File: config.mk
export PLATFORM = sky130hd
export DESIGN_NAME = gf8_mac_reduce
export DESIGN_NICKNAME = d
export VERILOG_FILES = /design/src/rtl/gf8_mac_reduce.sv
export SDC_FILE = /design/constraint.sdc
export NUM_CORES = 1
export LEC_CHECK = 0
export BUFFER_PORTS_ARGS = -buffer_cell sky130_fd_sc_hd__clkbuf_2
export CAP_MARGIN = 15
export CORE_MARGIN = 2
export CORE_UTILIZATION = 40
export DETAILED_ROUTE_END_ITERATION = 10
export PLACE_DENSITY = 0.58
export SLEW_MARGIN = 20
export SYNTH_ARGS = -nofsm -noshare
export SYNTH_HDL_FRONTEND = slang
export SYNTH_SLANG_ARGS = --single-unit
File: constraint.sdc
create_clock -name clk -period 3.1 [get_ports clk]
set_input_delay 0.155 -clock clk [delete_from_list [all_inputs] [get_ports clk]]
set_output_delay 0.155 -clock clk [all_outputs]
set_load 0.01 [all_outputs]
File: src/rtl/gf8_mac_reduce.sv
// gf8_mac_reduce
//   Pipelined GF(2^8) multiply-accumulate stage. Each accepted operand pair
//   (a, b) is multiplied carry-lessly into a 15-bit product, reduced modulo
//   POLY and XOR-accumulated into a running frame sum. A frame closes on
//   in_last, or when it reaches MAX_TERMS terms. In the second case err_ovf
//   latches. Each closed frame emits one 8-bit result with its term count.
//
//   Pipeline: S1 (operand register) -> S2 (product + reduction) -> ACC/output.
//   A single global stall (result held, consumer not ready) freezes every
//   stage, so no beat is ever dropped or duplicated.
//
// Ports
//   clk        in   1   clock, rising edge
//   rst_n      in   1   asynchronous active-low reset
//   in_valid   in   1   operand beat valid
//   in_ready   out  1   stage can accept a beat (low while stalled or in reset)
//   in_a       in   8   operand a, bit0 = x^0
//   in_b       in   8   operand b
//   in_last    in   1   beat is the last term of its frame
//   out_valid  out  1   frame result valid
//   out_ready  in   1   consumer accepts the result
//   out_sum    out  8   XOR-sum of the reduced products of the frame
//   out_count  out  CW  number of terms in the frame
//   err_ovf    out  1   sticky: some frame was force-closed at MAX_TERMS
module gf8_mac_reduce #(
  parameter logic [8:0] POLY      = 9'h11B,
  parameter int         MAX_TERMS = 16,
  localparam int        CW        = $clog2(MAX_TERMS + 1)
) (
  input  logic          clk,
  input  logic          rst_n,
  input  logic          in_valid,
  output logic          in_ready,
  input  logic [7:0]    in_a,
  input  logic [7:0]    in_b,
  input  logic          in_last,
  output logic          out_valid,
  input  logic          out_ready,
  output logic [7:0]    out_sum,
  output logic [CW-1:0] out_count,
  output logic          err_ovf
);

  // Carry-less multiply, then fold bits 14..8 back down with POLY.
  // Folding from the top bit down means a fold never sets a bit that
  // has already been folded.
  function automatic logic [7:0] gf_mul(input logic [7:0] a, input logic [7:0] b);
    logic [14:0] p;
    p = '0;
    for (int i = 0; i < 8; i++)
      if (b[i]) p = p ^ (15'(a) << i);
    for (int k = 14; k >= 8; k--)
      if (p[k]) p = p ^ (15'(POLY) << (k - 8));
    return p[7:0];
  endfunction

  logic          stall;

  logic          s1_v, s1_last;
  logic [7:0]    s1_a, s1_b;

  logic          s2_v, s2_last;
  logic [7:0]    s2_r;

  logic [7:0]    acc;
  logic [CW-1:0] cnt;

  logic [7:0]    nacc;
  logic [CW-1:0] ncnt;
  logic          hit_max;
  logic          close;

  assign stall    = out_valid & ~out_ready;
  assign in_ready = rst_n & ~stall;

  // NOTE: every always_comb output gets a default first, so no path can
  // leave one unassigned and infer a latch.
  always_comb begin
    nacc    = acc ^ s2_r;
    ncnt    = cnt + 1'b1;
    hit_max = 1'b0;
    close   = 1'b0;
    if (s2_v) begin
      hit_max = (ncnt == CW'(MAX_TERMS));
      close   = s2_last | hit_max;
    end
  end

  // NOTE: sequential state uses non-blocking assignments only, so every
  // stage reads the previous-cycle value of the stage before it.
  always_ff @(posedge clk or negedge rst_n) begin
    if (!rst_n) begin
      // NOTE: payload registers are cleared along with the valids so that
      // out_sum/out_count read 0 straight out of reset. These are flops,
      // not RAM, so the reset costs nothing structural.
      s1_v      <= 1'b0;
      s1_last   <= 1'b0;
      s1_a      <= '0;
      s1_b      <= '0;
      s2_v      <= 1'b0;
      s2_last   <= 1'b0;
      s2_r      <= '0;
      acc       <= '0;
      cnt       <= '0;
      out_valid <= 1'b0;
      out_sum   <= '0;
      out_count <= '0;
      err_ovf   <= 1'b0;
    end else if (!stall) begin
      // S1: in_ready equals ~stall here, so acceptance is just in_valid.
      s1_v <= in_valid;
      if (in_valid) begin
        s1_a    <= in_a;
        s1_b    <= in_b;
        s1_last <= in_last;
      end

      // S2: reduced product.
      s2_v <= s1_v;
      if (s1_v) begin
        s2_r    <= gf_mul(s1_a, s1_b);
        s2_last <= s1_last;
      end

      // ACC: fold the term in, or close the frame.
      if (s2_v) begin
        if (close) begin
          out_sum   <= nacc;
          out_count <= ncnt;
          acc       <= '0;
          cnt       <= '0;
          if (hit_max && !s2_last) err_ovf <= 1'b1;
        end else begin
          acc <= nacc;
          cnt <= ncnt;
        end
      end

      // Without a stall, a held result is always being taken this edge.
      // A close on the same edge replaces it back-to-back.
      if (close)
        out_valid <= 1'b1;
      else if (out_valid)
        out_valid <= 1'b0;
    end
  end

endmodule

==> run summary <==
====================================================================================
Unrepaired setup endpoints after global routing                                   no
Adder-cell share of the synthesized area                                     0.00367
Design Area, Final                                                          3700 µm²
Worst path max stage delay                                                   0.67 ns
Slowest CP cell                                                              dfrtp_1
First-pass DRT Iterations                                                          5
Critical Path Fanout Max                                                          15
Clock-pin transition on the worst setup and hold timing paths                0.10 ns
Clock tree skew after final layout                                        0.00624 ns
Max Cap Violations                                                                 0
Wire length after detailed routing                                           6350 µm
Die Height                                                                   96.4 µm
Violation count after the first detailed-route iteration                          53
Path category of the worst min-delay check                              input pin to async pin
Average size of a mapped cell                                               9.48 µm²
Share of final-layout standard cells stronger than drive strength 1            0.199
Share of total power in the clock network                                      0.094
Max VDD drop                                                                0.675 mV
Combinational family with the most area after synthesis                 XOR/XNOR gates
Total number of nets in the final design                                         402
Full die area                                                               9290 µm²
Share of synthesized area spent on multiplexers                               0.0722
Setup violators final                                                              0
Die width                                                                    96.4 µm
Register area share after synthesis                                            0.411
Outcome                                                                 complete, but fails checks
DRT met1 WL                                                                  3020 µm
Achievable Freq                                                            0.423 GHz
# DRC                                                                              0
Count of clock tree sinks                                                         56
Max Buffers Root-to-Sink                                                           2
Count of H-tree levels built during CTS                                            2
Total gr overflow                                                                  0
Clock latency of the later-clocked register in the worst-skew pair           0.31 ns
TritonCTS clock tree                                                           built
Detailed-routed wire length on met3                                           197 µm
Warning count from the yosys run                                                   0
Area Growth Syn to Fin                                                         8.28%
Count of pins over their slew limit                                                0
Routed WL per cell                                                           13.1 µm
Arrival time of the worst setup path                                         2.56 ns
Number of CTS-inserted buffers                                                     5
Uppermost layer routed                                                          met4
Type of the worst setup path                                            register to register
Via count of the first global-routing pass                                      2276
Post-CTS setup repair buffer count                                                 0
Post-synthesis simple-gate area fraction                                       0.157
Proportion of total power due to net switching                                 0.413
R2R Path Start                                                               s1_b[5]
Initial antenna violation count                                                    0
Final WS setup                                                              0.733 ns
Setup crit start kind                                                       register
Power spent charging and discharging nets                                  0.00182 W
Routed Antenna Nets                                                                0
Average vias per placed instance                                                4.86
Kind of end point of the critical path                                      register
Number of placement rows                                                          33
Beginning of the critical path                                               s1_b[5]
Measured slew at the worst slew-check pin                                   0.760 ns
Cell internal power dissipation                                            0.00259 W
Detailed-route via count                                                        2362
Routability cong.                                                              0.852
Number of ports placed on the die boundary                                        37
Cell area after placement                                                   3600 µm²
Placeable core region                                                       8260 µm²
Worst Setup Slack post-DPL                                                  0.770 ns
Sequential group share of total power                                          0.312
Cell area power density                                                  1190 nW/µm²
Ant. Diodes                                                                        0
Proportion of power drawn by combinational gates                               0.594
Count of endpoints failing hold in the final timing report                        54
Hold Worst Slack                                                          -0.0230 ns
Largest net degree at the start of global routing                                 57
Detailed-placement wirelength estimate                                       4550 µm
Synthesized cell area                                                       3410 µm²
Leakage power of the design                                                  1.66 nW
Global-route wire length before repair                                      11100 µm
Net Count, Synth                                                                 382
Root Buffer Master                                                          clkbuf_8
Cell Chain, Critical Path                                               nand2_2, xor2_1, xnor3_2, xnor2_2, xnor3_1, xnor2_1, o21ai_1
Final clock period utilization by the worst path                               0.763
Total met2 wirelength after detailed routing                                 3060 µm
Initial standard-cell utilization of the core                                  0.413
Number of library cell types mapped by synthesis                                  37
Most common cell after layout, fill and taps aside                           nand2_1
Top library cells by usage in the layout, fill and taps aside           78 x nand2_1, 57 x xnor2_1, 56 x dfrtp_1, 36 x clkbuf_2, 25 x o21ai_0
Critical path required time                                                  3.29 ns
Gates resized, CTS repair                                                          0
Port-buffer cells                                                                 36
Footprint of the flip-flops and latches                                     1400 µm²
Number of buffers inserted for hold repair after clock tree synthesis              0
Summed negative setup slack over all endpoints                                  0 ns
Clock period minus final worst setup slack                                   2.37 ns
Worst slew margin relative to its limit                                        0.492
Fraction of the mapped netlist area in compound gates                         0.0971
Fill count                                                                       825
Area share of xor/xnor cells in the synthesized design                         0.214
Area taken by multi-input logic gates                                       1860 µm²
Violated checks                                                         negative hold slack
Total routing resource utilization after global routing                        0.153
Number of cells produced by synthesis                                            360
Number of synthesized register bits                                               56
====================================================================================
## synthesized netlist by cell type (all sizes together)
cell type | count | area [µm²]
and2 | 2 | 12.5
ha | 1 | 12.5
o22ai | 1 | 6.26
nor2 | 13 | 48.8
a21oi | 11 | 55.1
buf | 13 | 93.8
nor3b | 8 | 60.1
inv | 3 | 11.3
xnor3 | 3 | 68.8
a22oi | 2 | 28.8
xor2 | 15 | 131
nand2 | 81 | 317
a31oi | 1 | 6.26
mux2 | 21 | 236
o21ai | 27 | 135
clkbuf | 13 | 48.8
or3b | 1 | 8.76
dfrtp | 56 | 1400
nand2b | 6 | 37.5
nand4b | 1 | 8.76
nand3b | 1 | 7.51
nand3 | 5 | 25.0
o32ai | 1 | 8.76
a21o | 10 | 75.1
o2bb2ai | 1 | 8.76
mux2i | 1 | 10.0
xnor2 | 59 | 532
nor3 | 2 | 10.0
o211ai | 1 | 7.51
## worst max-delay path: cells and delay by family, from the launching register on
family,cells,cell delay [ns]
compound gates,1,0.07
xor+xnor,5,1.41
flops,1,0.67
simple gates,1,0.09
## kinds of logic after synthesis
group | after synthesis
simple gates | 120
xor+xnor | 77
flops | 56
compound gates | 55
buf+inv | 29
mux | 22
fa+ha+maj | 1
## per-layer routing
layer,track usage,vias to the layer above
li1,-,1214
met1,0.204,1102
met2,0.260,42
met3,0.0233,4
met4,0.0387,0
met5,0,-
## path summary, 6_finish.rpt
path | slack, ns | cells past startpoint | end
min in group clk | 0.07 | 2 | s1_b[6]
worst max-delay path | 0.73 | 7 | s2_r[1]
worst min register to register | 0.47 | 1 | err_ovf
worst min-delay path | -0.02 | 2 | out_count[0]
max in group asynchronous | 2.66 | 2 | s1_v
worst max register to register | 0.73 | 7 | s2_r[1]
## flip-flops by register name (all words and copies together) (netlist names)
signal and flops:
s2_r 8, s2_last 1, err_ovf 1, s1_v 1
s1_a 8, s1_last 1, out_valid 1, cnt 5
s1_b 8, s2_v 1, out_count 5, acc 8
out_sum 8
## power groups by stage
stage,clock [W],sequential (W),combinational (W)
2_1_floorplan,0,0.00125,0.00235
3_3_place_gp,0,0.00138,0.00262
3_5_place_dp,0,0.00140,0.00265
4_1_cts,0.000440,0.00138,0.00266
5_1_grt,0.000468,0.00144,0.00294
6_report,0.000413,0.00138,0.00262
## final cells by class
type                       instances  share of cell area
clock buffer                       5              0.0186
tap                              105              0.0355
inverter                           3             0.00305
clock inverter                     3             0.00609
timing repair buffer              39              0.0548
sequential                        56               0.379
multi-input combinational        275               0.503
## stage by stage
step / utilization / power (W) / cells
2_1_floorplan: - / 0.00360 / 360
3_3_place_gp: 0.437 / 0.00400 / 478
3_5_place_dp: 0.437 / 0.00404 / 478
4_1_cts: 0.448 / 0.00448 / 486
5_1_grt: 0.448 / 0.00485 / 486
6_report: 0.448 / 0.00441 / 486
Note: power is estimated with default switching activity, not from simulation.
